`src/rtl/isa_types.sv`:
```
// Shared ISA-level types for the data-memory access path: XLEN, load/store funct3
// encodings, LSU state encoding and access widths.
package isa_types;

    localparam int unsigned XLEN = 32;

    localparam logic [2:0] FUNCT3_LB  = 3'b000;
    localparam logic [2:0] FUNCT3_LH  = 3'b001;
    localparam logic [2:0] FUNCT3_LW  = 3'b010;
    localparam logic [2:0] FUNCT3_LBU = 3'b100;
    localparam logic [2:0] FUNCT3_LHU = 3'b101;
    localparam logic [2:0] FUNCT3_SB  = 3'b000;
    localparam logic [2:0] FUNCT3_SH  = 3'b001;
    localparam logic [2:0] FUNCT3_SW  = 3'b010;

    typedef enum logic [1:0] {
        LSU_IDLE,
        LSU_REQ,
        LSU_RESP
    } lsu_state_t;

    typedef enum logic [1:0] {
        MEM_BYTE,
        MEM_HALF,
        MEM_WORD
    } mem_width_t;

endpackage

```
`src/rtl/lsu_lane_align.sv`:
```
// Combinational byte-lane steering for the LSU: byte enables, store-data shift,
// right-justified load extraction and access legality.
module lsu_lane_align
    import isa_types::*;
(
    input  logic            is_store_i,
    input  logic [2:0]      funct3_i,
    input  logic [1:0]      addr_lo_i,
    input  logic [XLEN-1:0] store_data_i,
    input  logic [XLEN-1:0] mem_rdata_i,
    output logic [3:0]      mem_be_o,
    output logic [XLEN-1:0] mem_wdata_o,
    output logic [XLEN-1:0] load_data_o,
    output logic            illegal_o
);

    mem_width_t      width;
    logic [4:0]      shamt;
    logic [XLEN-1:0] shifted;
    logic            f3_ok;
    logic            misaligned;

    assign shamt       = {addr_lo_i, 3'b000};
    assign shifted     = mem_rdata_i >> shamt;
    assign mem_wdata_o = store_data_i << shamt;

    always_comb begin
        width = MEM_WORD;
        unique case (funct3_i[1:0])
            2'b00:   width = MEM_BYTE;
            2'b01:   width = MEM_HALF;
            default: width = MEM_WORD;
        endcase
    end

    always_comb begin
        mem_be_o    = 4'b1111;
        load_data_o = shifted;
        unique case (width)
            MEM_BYTE: begin
                mem_be_o    = 4'b0001 << addr_lo_i;
                load_data_o = {{(XLEN-8){1'b0}}, shifted[7:0]};
            end
            MEM_HALF: begin
                mem_be_o    = 4'b0011 << addr_lo_i;
                load_data_o = {{(XLEN-16){1'b0}}, shifted[15:0]};
            end
            default: begin
                mem_be_o    = 4'b1111;
                load_data_o = shifted;
            end
        endcase
    end

    always_comb begin
        if (is_store_i) begin
            f3_ok = funct3_i inside {FUNCT3_SB, FUNCT3_SH, FUNCT3_SW};
        end else begin
            f3_ok = funct3_i inside {FUNCT3_LB, FUNCT3_LH, FUNCT3_LW, FUNCT3_LBU, FUNCT3_LHU};
        end
        misaligned = ((width == MEM_HALF) && addr_lo_i[0]) ||
                     ((width == MEM_WORD) && (addr_lo_i != 2'b00));
        illegal_o  = !f3_ok || misaligned;
    end

endmodule

```
`src/rtl/load_store_unit.sv`:
```
// Load/store stage: captures one request, drives the memory bus with a ready/valid
// handshake and timeout, and returns the right-justified raw load value.
module load_store_unit
    import isa_types::*;
#(
    parameter int unsigned TIMEOUT_CYCLES = 16
) (
    input  logic            clk,
    input  logic            reset_n,
    input  logic            start,
    input  logic            is_store,
    input  logic [2:0]      funct3,
    input  logic [XLEN-1:0] addr,
    input  logic [XLEN-1:0] store_data,
    output logic            busy,
    output logic            done,
    output logic            fault,
    output logic [XLEN-1:0] load_val,
    output logic            mem_req,
    output logic            mem_we,
    output logic [XLEN-1:0] mem_addr,
    output logic [3:0]      mem_be,
    output logic [XLEN-1:0] mem_wdata,
    input  logic            mem_ready,
    input  logic [XLEN-1:0] mem_rdata
);

    localparam int unsigned CntW = (TIMEOUT_CYCLES > 0) ? $clog2(TIMEOUT_CYCLES + 1) : 1;
    localparam logic [CntW:0] Limit = (CntW + 1)'(TIMEOUT_CYCLES);

    lsu_state_t      state_q, state_d;
    logic            is_store_q;
    logic [2:0]      funct3_q;
    logic [XLEN-1:0] addr_q;
    logic [XLEN-1:0] sdata_q;
    logic [XLEN-1:0] load_val_q, load_val_d;
    logic            fault_q, fault_d;
    logic [CntW-1:0] cnt_q, cnt_d;
    logic [CntW:0]   cnt_inc;
    logic            idle;
    logic            capture;

    logic            al_is_store;
    logic [2:0]      al_funct3;
    logic [1:0]      al_addr_lo;
    logic [XLEN-1:0] al_sdata;
    logic [3:0]      al_be;
    logic [XLEN-1:0] al_wdata;
    logic [XLEN-1:0] al_load;
    logic            al_illegal;

    assign idle    = (state_q == LSU_IDLE);
    assign capture = idle && start;
    assign cnt_inc = {1'b0, cnt_q} + 1'b1;

    // In IDLE the aligner looks at the live request so legality is known at accept time;
    // afterwards it works from the captured copy so bus outputs stay stable.
    always_comb begin
        al_is_store = idle ? is_store   : is_store_q;
        al_funct3   = idle ? funct3     : funct3_q;
        al_addr_lo  = idle ? addr[1:0]  : addr_q[1:0];
        al_sdata    = idle ? store_data : sdata_q;
    end

    lsu_lane_align u_align (
        .is_store_i   (al_is_store),
        .funct3_i     (al_funct3),
        .addr_lo_i    (al_addr_lo),
        .store_data_i (al_sdata),
        .mem_rdata_i  (mem_rdata),
        .mem_be_o     (al_be),
        .mem_wdata_o  (al_wdata),
        .load_data_o  (al_load),
        .illegal_o    (al_illegal)
    );

    always_comb begin
        state_d    = state_q;
        fault_d    = fault_q;
        cnt_d      = cnt_q;
        load_val_d = load_val_q;
        unique case (state_q)
            LSU_IDLE: begin
                if (start) begin
                    fault_d = al_illegal;
                    cnt_d   = '0;
                    state_d = al_illegal ? LSU_RESP : LSU_REQ;
                end
            end
            LSU_REQ: begin
                if (mem_ready) begin
                    if (!is_store_q) begin
                        load_val_d = al_load;
                    end
                    fault_d = 1'b0;
                    cnt_d   = '0;
                    state_d = LSU_RESP;
                end else if (TIMEOUT_CYCLES != 0) begin
                    if (cnt_inc == Limit) begin
                        fault_d = 1'b1;
                        cnt_d   = '0;
                        state_d = LSU_RESP;
                    end else begin
                        cnt_d = cnt_inc[CntW-1:0];
                    end
                end
            end
            LSU_RESP: state_d = LSU_IDLE;
            default:  state_d = LSU_IDLE;
        endcase
    end

    always_ff @(posedge clk) begin
        if (!reset_n) begin
            state_q    <= LSU_IDLE;
            fault_q    <= 1'b0;
            cnt_q      <= '0;
            load_val_q <= '0;
            is_store_q <= 1'b0;
            funct3_q   <= '0;
            addr_q     <= '0;
            sdata_q    <= '0;
        end else begin
            state_q    <= state_d;
            fault_q    <= fault_d;
            cnt_q      <= cnt_d;
            load_val_q <= load_val_d;
            if (capture) begin
                is_store_q <= is_store;
                funct3_q   <= funct3;
                addr_q     <= addr;
                sdata_q    <= store_data;
            end
        end
    end

    always_comb begin
        busy      = !idle;
        done      = (state_q == LSU_RESP);
        fault     = done && fault_q;
        load_val  = load_val_q;
        mem_req   = (state_q == LSU_REQ);
        mem_we    = mem_req && is_store_q;
        mem_addr  = {addr_q[XLEN-1:2], 2'b00};
        mem_be    = mem_req ? al_be : 4'b0000;
        mem_wdata = mem_req ? al_wdata : '0;
    end

endmodule

```
`config.mk`:
```
export PLATFORM = sky130hd
export DESIGN_NAME = load_store_unit
export DESIGN_NICKNAME = d
export VERILOG_FILES = /design/src/rtl/isa_types.sv /design/src/rtl/lsu_lane_align.sv /design/src/rtl/load_store_unit.sv
export SDC_FILE = /design/constraint.sdc
export NUM_CORES = 1
export LEC_CHECK = 0
export BUFFER_PORTS_ARGS = -buffer_cell sky130_fd_sc_hd__buf_2
export CORE_MARGIN = 2
export CORE_UTILIZATION = 35
export CTS_BUF_LIST = sky130_fd_sc_hd__clkbuf_4
export CTS_CLUSTER_SIZE = 8
export DETAILED_ROUTE_END_ITERATION = 8
export GPL_TIMING_DRIVEN = 0
export PLACE_DENSITY = 0.69
export SLEW_MARGIN = 30
export SYNTH_ARGS = -nofsm -noshare
export SYNTH_HDL_FRONTEND = slang
export SYNTH_SLANG_ARGS = --single-unit
```
`constraint.sdc`:
```
create_clock -name clk -period 2.2 [get_ports clk]
set_input_delay 0.44 -clock clk [delete_from_list [all_inputs] [get_ports clk]]
set_output_delay 0.44 -clock clk [all_outputs]
set_load 0.005 [all_outputs]
```
==> results of run 1 <==
==> what timing repair did <==
action / in CTS / in global routing
resized for setup: 114 / 45
pin swaps: 23 / 12
endpoints found under the setup margin: 40 / 54
setup buffers: 18 / 7
hold buffers: 0 / 0
gates cloned: 2 / 1
==> placed cells by master (no fill, tap or decap), types with 4 or more instances in the layout <==
cell type / synthesis / layout
sky130_fd_sc_hd__mux2_2: 7 / 6
sky130_fd_sc_hd__nor3_1: 5 / 4
sky130_fd_sc_hd__mux2i_2: 1 / 8
sky130_fd_sc_hd__clkbuf_1: 36 / 27
sky130_fd_sc_hd__and2_1: 12 / 12
sky130_fd_sc_hd__mux2_4: 3 / 4
sky130_fd_sc_hd__nor2_1: 27 / 21
sky130_fd_sc_hd__buf_2: 12 / 211
sky130_fd_sc_hd__a21boi_0: 68 / 68
sky130_fd_sc_hd__nor2b_1: 13 / 13
sky130_fd_sc_hd__or3_1: 7 / 6
sky130_fd_sc_hd__o21ai_1: 8 / 13
sky130_fd_sc_hd__a222oi_1: 8 / 8
sky130_fd_sc_hd__a31oi_1: 6 / 4
sky130_fd_sc_hd__buf_8: 0 / 8
sky130_fd_sc_hd__clkbuf_2: 0 / 5
sky130_fd_sc_hd__nand2b_1: 9 / 9
sky130_fd_sc_hd__nor4_4: 1 / 8
sky130_fd_sc_hd__buf_4: 34 / 52
sky130_fd_sc_hd__nor2_2: 1 / 7
sky130_fd_sc_hd__clkbuf_4: 0 / 10
sky130_fd_sc_hd__a22oi_1: 9 / 9
sky130_fd_sc_hd__nand2_1: 206 / 202
sky130_fd_sc_hd__mux2i_1: 44 / 36
sky130_fd_sc_hd__nand3_1: 37 / 23
sky130_fd_sc_hd__a21oi_1: 34 / 18
sky130_fd_sc_hd__buf_6: 2 / 7
sky130_fd_sc_hd__o211ai_1: 9 / 9
sky130_fd_sc_hd__a21oi_2: 1 / 17
sky130_fd_sc_hd__nand3_2: 2 / 15
sky130_fd_sc_hd__nor3b_1: 10 / 10
sky130_fd_sc_hd__dfxtp_1: 108 / 105
==> where the power goes <==
| part | switching [mW] | leakage, nW | total, mW | internal [mW] |
|---|---|---|---|---|
| Sequential | 0.101 | 0.884 | 2.20 | 2.10 |
| Combinational | 1.34 | 2.77 | 2.42 | 1.07 |
| Clock | 0.782 | 0.0710 | 1.04 | 0.260 |
| Total | 2.23 | 3.72 | 5.66 | 3.44 |
==> how the worst max path moves through the flow <==
stage                    endpoint  slack, ns               startpoint
floorplan            mem_wdata[0]       0.13  state_q[0]$_SDFFE_PN0P_
global placement     mem_wdata[0]      -0.52  state_q[0]$_SDFFE_PN0P_
detailed placement   mem_wdata[0]      -0.49  state_q[0]$_SDFFE_PN0P_
CTS                 mem_wdata[18]      -0.47  state_q[0]$_SDFFE_PN0P_
global route        mem_wdata[29]      -0.62  state_q[1]$_SDFFE_PN0P_
finish              mem_wdata[23]      -0.56   addr_q[1]$_SDFFE_PN0P_
==> final cells by class <==
cell class / instances / share of cell area (%)
multi-input cells: 572 / 45.0
well taps: 225 / 3.37
repair buffers: 233 / 15.6
plain buffers: 88 / 8.04
inverters: 6 / 0.464
clock buffers: 9 / 0.809
clock inverters: 7 / 0.779
flip-flops and latches: 108 / 26.0
==> worst max-delay path: stages (launching register included) <==
cell	delay, ns
sky130_fd_sc_hd__dfxtp_2	0.42
sky130_fd_sc_hd__buf_6	0.21
sky130_fd_sc_hd__inv_1	0.16
sky130_fd_sc_hd__buf_2	0.26
sky130_fd_sc_hd__or3_4	0.42
sky130_fd_sc_hd__a21oi_2	0.18
sky130_fd_sc_hd__buf_2	0.15
==> per-stage QoR <==
stage	hold WS, ns	std cells	TNS (ns)	power, mW	worst slack [ns]
floorplan	0.443	775	0	3.39	0.132
global placement	0.450	1206	-9.83	4.02	-0.524
detailed placement	0.457	1206	-9.62	4.03	-0.493
CTS	0.135	1240	-12.05	5.47	-0.471
global route	0.139	1248	-15.99	5.93	-0.616
finish	0.150	1248	-13.15	5.66	-0.560
==> cells by family (layout without fill, tap and decap cells) <==
kind of cell,Yosys count,count (layout),share of synthesized area [%]
xor+xnor,1,1,0.145
compound gates,165,165,18.9
other cells,1,2,0.0619
mux,57,57,10.3
flops,108,108,35.7
buf+inv,95,343,8.49
fa+ha+maj,1,1,0.206
simple gates,346,346,26.3
==> per-layer routing <==
metal	part of all wire, %	routed length, um	vias up	global-route usage (%)
li1	-	-	3110	-
met1	42	9310	3082	30.6
met2	46	10300	370	37.9
met3	9.5	2120	51	5.24
met4	2.8	627	0	7.93
met5	0	0	-	0
==> synth_stat cells, types with 3 or more instances <==
library cell and count:
sky130_fd_sc_hd__buf_4 34, sky130_fd_sc_hd__inv_1 4, sky130_fd_sc_hd__mux2_4 3, sky130_fd_sc_hd__mux2_2 7, sky130_fd_sc_hd__o21ai_0 8, sky130_fd_sc_hd__dfxtp_1 108, sky130_fd_sc_hd__nor2_1 27, sky130_fd_sc_hd__a22oi_1 9
sky130_fd_sc_hd__buf_2 12, sky130_fd_sc_hd__and2_1 12, sky130_fd_sc_hd__clkbuf_1 36, sky130_fd_sc_hd__nor3b_1 10, sky130_fd_sc_hd__a31oi_1 6, sky130_fd_sc_hd__a211oi_1 4, sky130_fd_sc_hd__nand2_1 206, sky130_fd_sc_hd__a21oi_1 34
sky130_fd_sc_hd__nand3_1 37, sky130_fd_sc_hd__nor4_1 8, sky130_fd_sc_hd__o211ai_1 9, sky130_fd_sc_hd__mux2i_1 44, sky130_fd_sc_hd__o21ai_1 8, sky130_fd_sc_hd__nor2b_1 13, sky130_fd_sc_hd__nand2b_1 9, sky130_fd_sc_hd__nor3_1 5
sky130_fd_sc_hd__buf_1 5, sky130_fd_sc_hd__or3_1 7, sky130_fd_sc_hd__a21boi_0 68, sky130_fd_sc_hd__a222oi_1 8
==> state kept, by name, summed over array words and instances (netlist names) <==
name and cells:
addr_q 32, sdata_q 32, state_q 2, funct3_q 3
fault_q 1, load_val 32, cnt_q 5, is_store_q 1
==> qor.txt, run 1 <==
========================================================================================
Endpoint of the worst register-to-register path                             load_val[15]$_SDFFE_PN0P_
Number of nets in the final layout                                                  1123
DRT iter0 DRCs                                                                       784
Transition at the pin with the smallest max-transition slack                    0.875 ns
Violations in the final reports                                             setup timing
Worst vdd rail ir drop                                                        0.000301 V
Hpwl dp                                                                          15.5 mm
Vias per std cell                                                                   5.30
Warning count from the yosys run                                                       0
Synthesized area per cell                                                      7.83 um^2
Max Root-Sink Buffers                                                                  2
Total cell area at the placement stage                                      0.00738 mm^2
Post-synth design cell area                                                 0.00606 mm^2
Share of the cycle needed by the critical path after routing                        125%
Worst Hold Depth                                                                       3
Routed wirelength normalized by instance count                                   17.9 um
Worst endpoint data arrival time                                                 2.32 ns
Post-route standard cell area excluding fillers                             0.00836 mm^2
Min-delay src                                                               store_data[19]
Path depth of the worst reg2reg path                                                   8
Largest net degree at the start of global routing                                     21
Ports placed on the boundary                                                         209
TritonCTS clock tree                                                                done
Maximum clock frequency                                                          362 MHz
Final GP Congestion                                                                0.932
Count of final setup violators                                                        28
Clock Skew                                                                     0.0260 ns
Number of clock buffers inserted by TritonCTS                                          9
Most area-consuming cells after synthesis                                   sky130_fd_sc_hd__dfxtp_1, sky130_fd_sc_hd__nand2_1, sky130_fd_sc_hd__a21boi_0
Final worst slack                                                              -0.560 ns
Setup slack, reg-to-reg                                                          0.06 ns
Count of state elements after synthesis                                              108
Post-synth top flop                                                         sky130_fd_sc_hd__dfxtp_1
Number of enable flip-flop cells after synthesis                                       0
Number of buffers added on ports                                                     206
Area of the core                                                             0.0171 mm^2
Final Critical Period                                                            2.76 ns
Register cell area after layout                                             0.00217 mm^2
Post-synth top area share                                                          35.7%
Die Width                                                                         136 um
Clock sink count                                                                     108
Number of fill cells                                                                1686
Proportion of synthesized chip area in sequential cells                            35.7%
Total via count in the routed design                                                6613
Maximum fanout along the worst path                                                   10
Post-synthesis cell count                                                            774
Antenna fix cells                                                                      0
Number of search-and-repair iterations in the first detailed-routing pass              6
Gr usage total                                                                     23.4%
Number of routed nets with antenna violations                                          0
Type of element launching the critical path                                    flip-flop
Total congestion overflow                                                              0
Leakage power                                                                    3.72 nW
Post-Route Utilization                                                             48.8%
Total number of placement rows                                                        48
Detailed-route DRC error count                                                         0
DIE AREA                                                                     0.0184 mm^2
Share of post-route cells with drive strength above 1                              39.1%
Count of unique library cells instantiated by Yosys                                   56
Hold worst-path end                                                         sdata_q[19]$_SDFFE_PN0P_
Worst path required time                                                         1.76 ns
Nature of the critical path endpoint                                        primary output
Wire length of the first global-routing pass                                     33.0 mm
Area grow syn2layout                                                               37.9%
Async SR Flop Fraction                                                                0%
Level count of the clock H-tree                                                        3
Effective utilization at floorplan                                                 35.4%
Clock tree root driver cell                                                 sky130_fd_sc_hd__clkbuf_4
Library cell occupying the most area in the post-synthesis netlist          sky130_fd_sc_hd__dfxtp_1
Clock insertion delay at the later pin of the skew report                        0.51 ns
Via count of the first global-routing pass                                          6120
Number of antenna violations at the first check in global routing                      0
Unrepaired setup endpoints after global routing                                      yes
Max transition margin                                                              41.6%
Number of pins with negative max-slew slack in the final report                        0
Final-report hold violation count                                                      0
Start of the worst register-to-register path                                state_q[1]$_SDFFE_PN0P_
Total wirelength of the detailed-routed design                                   22.3 mm
Critical path type                                                          flip-flop to primary output
Areal power density over the cells                                           677 mW/mm^2
Path type of the worst min-delay path                                       input port to flip-flop
Die height                                                                        136 um
Status                                                                      finished with violations
MaxCap Viol Count                                                                      0
Clock-pin transition on the worst setup and hold timing paths                    0.20 ns
Area of combinational cells with multiple inputs                            0.00376 mm^2
========================================================================================
(Power assumes the default switching activity.)
==> run 2, diff against run 1 <==
CORE_MARGIN = 5   (was 2)
==> run 2 against run 1 <==
  * The run still ends with setup timing left
  * Total power rose by 0.35%
  * Clock power is 5% higher
  * Non-clock buffer count decreased by 4
  * Cell count down 0.32%
  * Register-to-register slack worse by 0.03 ns
  * Clock skew is essentially flat
  * Critical path depth unchanged
  * Critical path type unchanged
==> qor.txt, run 2 (synthesis results as in run 1) <==
========================================================================================
Clock Skew                                                                     0.0255 ns   was 0.0260 ns
Detailed-route DRC error count                                                         0   unchanged
Die height                                                                        142 um   was 136 um
Clock tree root driver cell                                                 sky130_fd_sc_hd__clkbuf_4   unchanged
Number of routed nets with antenna violations                                          0   unchanged
Start of the worst register-to-register path                                state_q[0]$_SDFFE_PN0P_   was state_q[1]$_SDFFE_PN0P_
Transition at the pin with the smallest max-transition slack                    0.769 ns   was 0.875 ns
Total wirelength of the detailed-routed design                                   22.9 mm   was 22.3 mm
DIE AREA                                                                     0.0200 mm^2   was 0.0184 mm^2
Leading cell types in the layout, fill and taps excluded                    sky130_fd_sc_hd__buf_2, sky130_fd_sc_hd__nand2_1, sky130_fd_sc_hd__dfxtp_1, sky130_fd_sc_hd__a21boi_0, sky130_fd_sc_hd__buf_4   unchanged
Level count of the clock H-tree                                                        3   unchanged
Setup slack, reg-to-reg                                                          0.03 ns   was 0.06 ns
Leakage power                                                                    3.72 nW   about the same
Wire length of the first global-routing pass                                     34.4 mm   was 33.0 mm
Highest-delay cell along the critical path                                  sky130_fd_sc_hd__clkbuf_1   was sky130_fd_sc_hd__dfxtp_2
Maximum fanout along the worst path                                                   10   unchanged
Worst endpoint data arrival time                                                 2.34 ns   was 2.32 ns
Worst Hold Depth                                                                       3   unchanged
Share of the cycle needed by the critical path after routing                        126%   was 125%
Antenna fix cells                                                                      0   unchanged
Number of clock buffers inserted by TritonCTS                                          9   unchanged
Routed wirelength normalized by instance count                                   18.4 um   was 17.9 um
Vias per std cell                                                                   5.29   was 5.30
Total number of placement rows                                                        48   unchanged
Number of pins with negative max-slew slack in the final report                        0   unchanged
Clock-pin transition on the worst setup and hold timing paths                    0.20 ns   about the same
TritonCTS clock tree                                                                done   unchanged
Worst path required time                                                         1.76 ns   about the same
Number of buffers added on ports                                                     206   unchanged
Final worst slack                                                              -0.578 ns   was -0.560 ns
Area of the core                                                             0.0171 mm^2   unchanged
Post-Route Utilization                                                             48.7%   was 48.8%
Die Width                                                                         142 um   was 136 um
Area grow syn2layout                                                               37.6%   was 37.9%
Hpwl dp                                                                          16.2 mm   was 15.5 mm
Nature of the critical path endpoint                                        primary output   unchanged
Count of final setup violators                                                        30   was 28
Most common cell after layout, fill and taps aside                          sky130_fd_sc_hd__buf_2   unchanged
Number of buffers added to fix hold violations after cts                               0   unchanged
Total cell area at the placement stage                                      0.00738 mm^2   unchanged
Via count of the first global-routing pass                                          6377   was 6120
Ordered list of cells on the worst path                                     buf_6 > inv_1 > clkbuf_1 > a31oi_1 > nor2_1 > buf_2   was buf_6 > inv_1 > buf_2 > or3_4 > a21oi_2 > buf_2
Crit path largest cell delay                                                     0.49 ns   was 0.42 ns
DRT iter0 DRCs                                                                       719   was 784
Unrepaired setup endpoints after global routing                                      yes   unchanged
Hold worst-path end                                                         sdata_q[27]$_SDFFE_PN0P_   was sdata_q[19]$_SDFFE_PN0P_
Path depth of the worst reg2reg path                                                   8   unchanged
Gr usage total                                                                     21.8%   was 23.4%
Post-route standard cell area excluding fillers                             0.00834 mm^2   was 0.00836 mm^2
Clock sink count                                                                     108   unchanged
Worst vdd rail ir drop                                                        0.000312 V   was 0.000301 V
Final GP Congestion                                                                0.911   was 0.932
Share of post-route cells with drive strength above 1                              38.1%   was 39.1%
Total via count in the routed design                                                6581   was 6613
Areal power density over the cells                                           681 mW/mm^2   was 677 mW/mm^2
Maximum clock frequency                                                          360 MHz   was 362 MHz
Total congestion overflow                                                              0   unchanged
Clock insertion delay at the later pin of the skew report                        0.53 ns   was 0.51 ns
Effective utilization at floorplan                                                 35.4%   unchanged
Endpoint of the worst register-to-register path                             load_val[15]$_SDFFE_PN0P_   unchanged
Status                                                                      finished with violations   unchanged
Largest net degree at the start of global routing                                     22   was 21
Ports placed on the boundary                                                         209   unchanged
Final-report hold violation count                                                      0   unchanged
Final Critical Period                                                            2.78 ns   was 2.76 ns
Min-delay src                                                               store_data[27]   was store_data[19]
Pwr Total                                                                        5.68 mW   was 5.66 mW
Path type of the worst min-delay path                                       input port to flip-flop   unchanged
Violations in the final reports                                             setup timing   unchanged
Number of antenna violations at the first check in global routing                      0   unchanged
Type of element launching the critical path                                    flip-flop   unchanged
Max transition margin                                                              48.7%   was 41.6%
MaxCap Viol Count                                                                      0   unchanged
Number of search-and-repair iterations in the first detailed-routing pass              5   was 6
Critical path type                                                          flip-flop to primary output   unchanged
Max Root-Sink Buffers                                                                  2   unchanged
Number of nets in the final layout                                                  1119   was 1123
========================================================================================
==> run 2: cell types whose count changed in the layout (fill, tap and decap cells not counted), moves of 3 or more <==
| cell | previous run | this run |
|---|---|---|
| sky130_fd_sc_hd__nand3_4 | 1 | 7 |
| sky130_fd_sc_hd__nor2_2 | 7 | 4 |
| sky130_fd_sc_hd__nand3_2 | 15 | 10 |
| sky130_fd_sc_hd__buf_6 | 7 | 11 |
| sky130_fd_sc_hd__a21oi_2 | 17 | 13 |
| sky130_fd_sc_hd__buf_4 | 52 | 45 |
| sky130_fd_sc_hd__a21oi_1 | 18 | 22 |
==> run 2: metal layers <==
layer	vias to the layer above	share of wire, %	global-route usage (%)
met5	-	0	0
met4	0	1.6	8.33
met3	40	9.0	4.95
met2	359	46	34.2
met1	3077	43	29.1
li1	3105	-	-
==> run 2: what timing repair did <==
item,4_1_cts,5_1_grt
cloned,2,1
setup buffers,16,6
setup endpoints to repair,40,57
resized for setup,101,61
pin swaps,13,17
==> run 2: area by class of cell <==
cell class	instances	area (um^2)
timing repair buffer	230	1300
multi-input combinational	572	3750
buffer	87	654
clock inverter	7	73.8
inverter	6	33.8
tap	225	282
sequential	108	2170
clock buffer	9	67.6
fill	1669	8780
==> run 2: worst max-delay path: cells and delay by family (launching register included) <==
| family | cells | cell delay, ns |
|---|---|---|
| simple gates | 1 | 0.25 |
| flops | 1 | 0.39 |
| buf+inv | 4 | 1.03 |
| compound gates | 1 | 0.16 |
==> run 2: how the worst max path moves through the flow <==
stage	slack [ns]	endpoint	start	depth (start not counted)
floorplan	0.13	mem_wdata[0]	state_q[0]$_SDFFE_PN0P_	7
global placement	-0.48	mem_wdata[2]	state_q[0]$_SDFFE_PN0P_	8
detailed placement	-0.47	mem_wdata[2]	state_q[0]$_SDFFE_PN0P_	8
CTS	-0.52	mem_wdata[21]	state_q[0]$_SDFFE_PN0P_	9
global route	-0.66	mem_wdata[21]	state_q[0]$_SDFFE_PN0P_	9
finish	-0.58	mem_wdata[16]	addr_q[1]$_SDFFE_PN0P_	6
==> run 2: metrics by stage <==
stage | instances | hold slack (ns) | TNS [ns] | setup WS [ns]
5_1_grt | 1244 | 0.125 | -17.20 | -0.657
6_report | 1244 | 0.143 | -14.51 | -0.578
3_3_place_gp | 1206 | 0.450 | -10.26 | -0.477
3_5_place_dp | 1206 | 0.457 | -9.89 | -0.467
4_1_cts | 1238 | 0.116 | -13.36 | -0.520
2_1_floorplan | 775 | 0.443 | 0 | 0.132
==> run 2: where the power goes <==
group / total (mW) / switching (mW) / internal (mW) / leakage [nW]
logic: 2.39 / 1.34 / 1.05 / 2.76
clock network: 1.09 / 0.813 / 0.272 / 0.0781
registers: 2.20 / 0.100 / 2.10 / 0.884
total: 5.68 / 2.26 / 3.42 / 3.72
==> run 3, diff against run 2 <==
BUFFER_PORTS_ARGS = -buffer_cell sky130_fd_sc_hd__clkbuf_2   (was -buffer_cell sky130_fd_sc_hd__buf_2)
clock period = 3.6 ns   (was 2.2 ns; I/O delays follow)
==> run 3 against run 2 <==
  * The run now ends clean
  * First-iteration DRC count fell by 13%
  * Clock-buffer cell count unchanged
  * Setup slack better by 0.78 ns
  * Global-route usage is 0.80 points lower
  * Non-clock buffer count shrank 21
  * Critical endpoint is now mem_wdata[29]
==> qor.txt, run 3 (synthesis results as in run 1) <==
========================================================================================
Max Root-Sink Buffers                                                                  2   unchanged
Total number of placement rows                                                        48   unchanged
Number of routed nets with antenna violations                                          0   unchanged
Worst endpoint data arrival time                                                 2.68 ns   was 2.34 ns
Relative contribution of sequential cells to total power                           43.2%   was 38.8%
Number of buffers added on ports                                                     206   unchanged
Vias per std cell                                                                   5.23   was 5.29
Areal power density over the cells                                           412 mW/mm^2   was 681 mW/mm^2
Transition at the pin with the smallest max-transition slack                    0.770 ns   was 0.769 ns
Number of clock buffers inserted by TritonCTS                                          9   unchanged
DRT iter0 DRCs                                                                       626   was 719
Post-route standard cell area excluding fillers                             0.00752 mm^2   was 0.00834 mm^2
Maximum clock frequency                                                          294 MHz
Die height                                                                        142 um   unchanged
Pwr Total                                                                        3.10 mW   was 5.68 mW
Largest net degree at the start of global routing                                     21   was 22
Effective utilization at floorplan                                                 35.4%   unchanged
Type of element launching the critical path                                    flip-flop   unchanged
Routed wirelength normalized by instance count                                   17.6 um   was 18.4 um
Area of the core                                                             0.0171 mm^2   unchanged
Number of antenna violations at the first check in global routing                      0   unchanged
Maximum fanout along the worst path                                                   10   unchanged
Max transition margin                                                              48.7%   about the same
Final Critical Period                                                            3.40 ns
Total cell area at the placement stage                                      0.00738 mm^2   unchanged
Final-report hold violation count                                                      0   unchanged
Clock share of power                                                               20.4%   was 19.1%
Share of post-route cells with drive strength above 1                              29.6%   was 38.1%
Critical path type                                                          flip-flop to primary output   unchanged
Detailed-route DRC error count                                                         0   unchanged
Gr usage total                                                                     21.0%   was 21.8%
Share of the cycle needed by the critical path after routing                       94.3%
Relative contribution of combinational cells to total power                        36.3%   was 42.1%
DIE AREA                                                                     0.0200 mm^2   unchanged
Clock sink count                                                                     108   unchanged
Worst vdd rail ir drop                                                        0.000191 V   was 0.000312 V
Number of nets in the final layout                                                  1098   was 1119
Wire length of the first global-routing pass                                     33.2 mm   was 34.4 mm
Switching share of total power                                                     39.3%   was 39.7%
Level count of the clock H-tree                                                        3   unchanged
Count of final setup violators                                                         0   was 30
TritonCTS clock tree                                                                done   unchanged
Hpwl dp                                                                          16.2 mm   about the same
Clock Skew                                                                     0.0328 ns   was 0.0255 ns
Number of instances in the placed design                                            1206   unchanged
Die Width                                                                         142 um   unchanged
Ports placed on the boundary                                                         209   unchanged
Leading cell types in the layout, fill and taps excluded                    sky130_fd_sc_hd__nand2_1, sky130_fd_sc_hd__clkbuf_2, sky130_fd_sc_hd__dfxtp_1, sky130_fd_sc_hd__a21boi_0, sky130_fd_sc_hd__mux2i_1   was sky130_fd_sc_hd__buf_2, sky130_fd_sc_hd__nand2_1, sky130_fd_sc_hd__dfxtp_1, sky130_fd_sc_hd__a21boi_0, sky130_fd_sc_hd__buf_4
Internal power summed over all cells                                             1.88 mW   was 3.42 mW
Clock insertion delay at the later pin of the skew report                        0.52 ns   was 0.53 ns
Number of search-and-repair iterations in the first detailed-routing pass              5   unchanged
Post-Route Utilization                                                             43.9%   was 48.7%
Total negative setup slack                                                          0 ns   was -14.51 ns
Total congestion overflow                                                              0   unchanged
Post-Layout Cell Count                                                              1224   was 1244
Path type of the worst min-delay path                                       input port to flip-flop   unchanged
Via count of the first global-routing pass                                          6173   was 6377
Total via count in the routed design                                                6397   was 6581
Net Sw Power                                                                     1.22 mW   was 2.26 mW
Number of pins with negative max-slew slack in the final report                        0   unchanged
Clock-pin transition on the worst setup and hold timing paths                    0.19 ns   was 0.20 ns
Area grow syn2layout                                                               24.1%   was 37.6%
Leakage power                                                                    3.38 nW   was 3.72 nW
Worst path required time                                                         2.88 ns   was 1.76 ns
MaxCap Viol Count                                                                      0   unchanged
Total wirelength of the detailed-routed design                                   21.6 mm   was 22.9 mm
Final GP Congestion                                                                0.921   was 0.911
Clock tree root driver cell                                                 sky130_fd_sc_hd__clkbuf_4   unchanged
Unrepaired setup endpoints after global routing                                       no   was yes
Status                                                                      complete, no violations   was finished with violations
Nature of the critical path endpoint                                        primary output   unchanged
========================================================================================
-- run 3: changes by cell type in the layout (fill, tap and decap cells not counted), moves of 7 or more --
| cell | before | now |
|---|---|---|
| sky130_fd_sc_hd__a21oi_1 | 22 | 34 |
| sky130_fd_sc_hd__nand3_1 | 22 | 37 |
| sky130_fd_sc_hd__buf_6 | 11 | 2 |
| sky130_fd_sc_hd__a21oi_2 | 13 | 1 |
| sky130_fd_sc_hd__buf_4 | 45 | 35 |
| sky130_fd_sc_hd__nand3_2 | 10 | 2 |
| sky130_fd_sc_hd__nand3_4 | 7 | 0 |
| sky130_fd_sc_hd__clkbuf_2 | 4 | 206 |
| sky130_fd_sc_hd__clkbuf_1 | 26 | 36 |
| sky130_fd_sc_hd__buf_2 | 210 | 11 |
| sky130_fd_sc_hd__nor4_1 | 0 | 8 |
-- run 3: power groups by stage --
| stage | logic (mW) | registers, mW | clock network (mW) |
|---|---|---|---|
| after floorplan | 0.720 | 1.35 | 0 |
| after detailed placement | 1.11 | 1.36 | 0 |
| after global routing | 1.23 | 1.35 | 0.700 |
| after global placement | 1.10 | 1.36 | 0 |
| after CTS | 1.11 | 1.34 | 0.651 |
| final | 1.13 | 1.34 | 0.633 |
-- run 3: routing by layer --
layer | vias to the layer above | GRT usage, % | share of wire [%]
li1 | 3070 | - | -
met1 | 2939 | 28.4 | 42
met2 | 349 | 33.0 | 46
met3 | 39 | 4.99 | 9.7
met4 | 0 | 6.77 | 2.4
met5 | - | 0 | 0
-- run 3: final timing paths --
| check | to | depth (start not counted) | slack [ns] | start |
|---|---|---|---|---|
| max | mem_wdata[29] | 9 | 0.20 | state_q[0]$_SDFFE_PN0P_ |
| min | addr_q[31]$_SDFFE_PN0P_ | 3 | 0.41 | addr[31] |
| max reg2reg | load_val[10]$_SDFFE_PN0P_ | 7 | 1.44 | state_q[0]$_SDFFE_PN0P_ |
| min reg2reg | addr_q[5]$_SDFFE_PN0P_ | 2 | 0.47 | addr_q[5]$_SDFFE_PN0P_ |
-- run 3: worst max-delay path: stages (launching register included) --
cell	delay, ns
sky130_fd_sc_hd__dfxtp_1	0.35
sky130_fd_sc_hd__buf_6	0.14
sky130_fd_sc_hd__nor2_4	0.13
sky130_fd_sc_hd__buf_6	0.19
sky130_fd_sc_hd__mux2i_4	0.49
sky130_fd_sc_hd__clkbuf_4	0.39
sky130_fd_sc_hd__a211oi_1	0.08
sky130_fd_sc_hd__a31oi_1	0.20
sky130_fd_sc_hd__nor2_1	0.06
sky130_fd_sc_hd__clkbuf_2	0.14
-- run 3: repair_timing --
action                     4_1_cts  5_1_grt
setup endpoints to repair        0       15
buffers inserted                 0        1
hold buffers                     0        0
resized for setup                0        1
-- run 3: final cells by class --
cell class                      count  area, um^2
Antenna cell                        1        2.50
Buffer                             89         494
Clock buffer                        9        67.6
Clock inverter                      7        66.3
Fill cell                        1806        9590
Inverter                            6        22.5
Multi-Input combinational cell    572        3390
Sequential cell                   108        2160
Tap cell                          225         282
Timing Repair Buffer              207        1040
-- run 3: through the flow --
stage,setup WS (ns),hold slack (ns)
final,0.204,0.412
after global routing,0.0581,0.369
after CTS,0.0633,0.386
after detailed placement,0.554,0.457
after global placement,0.563,0.450
after floorplan,1.21,0.443
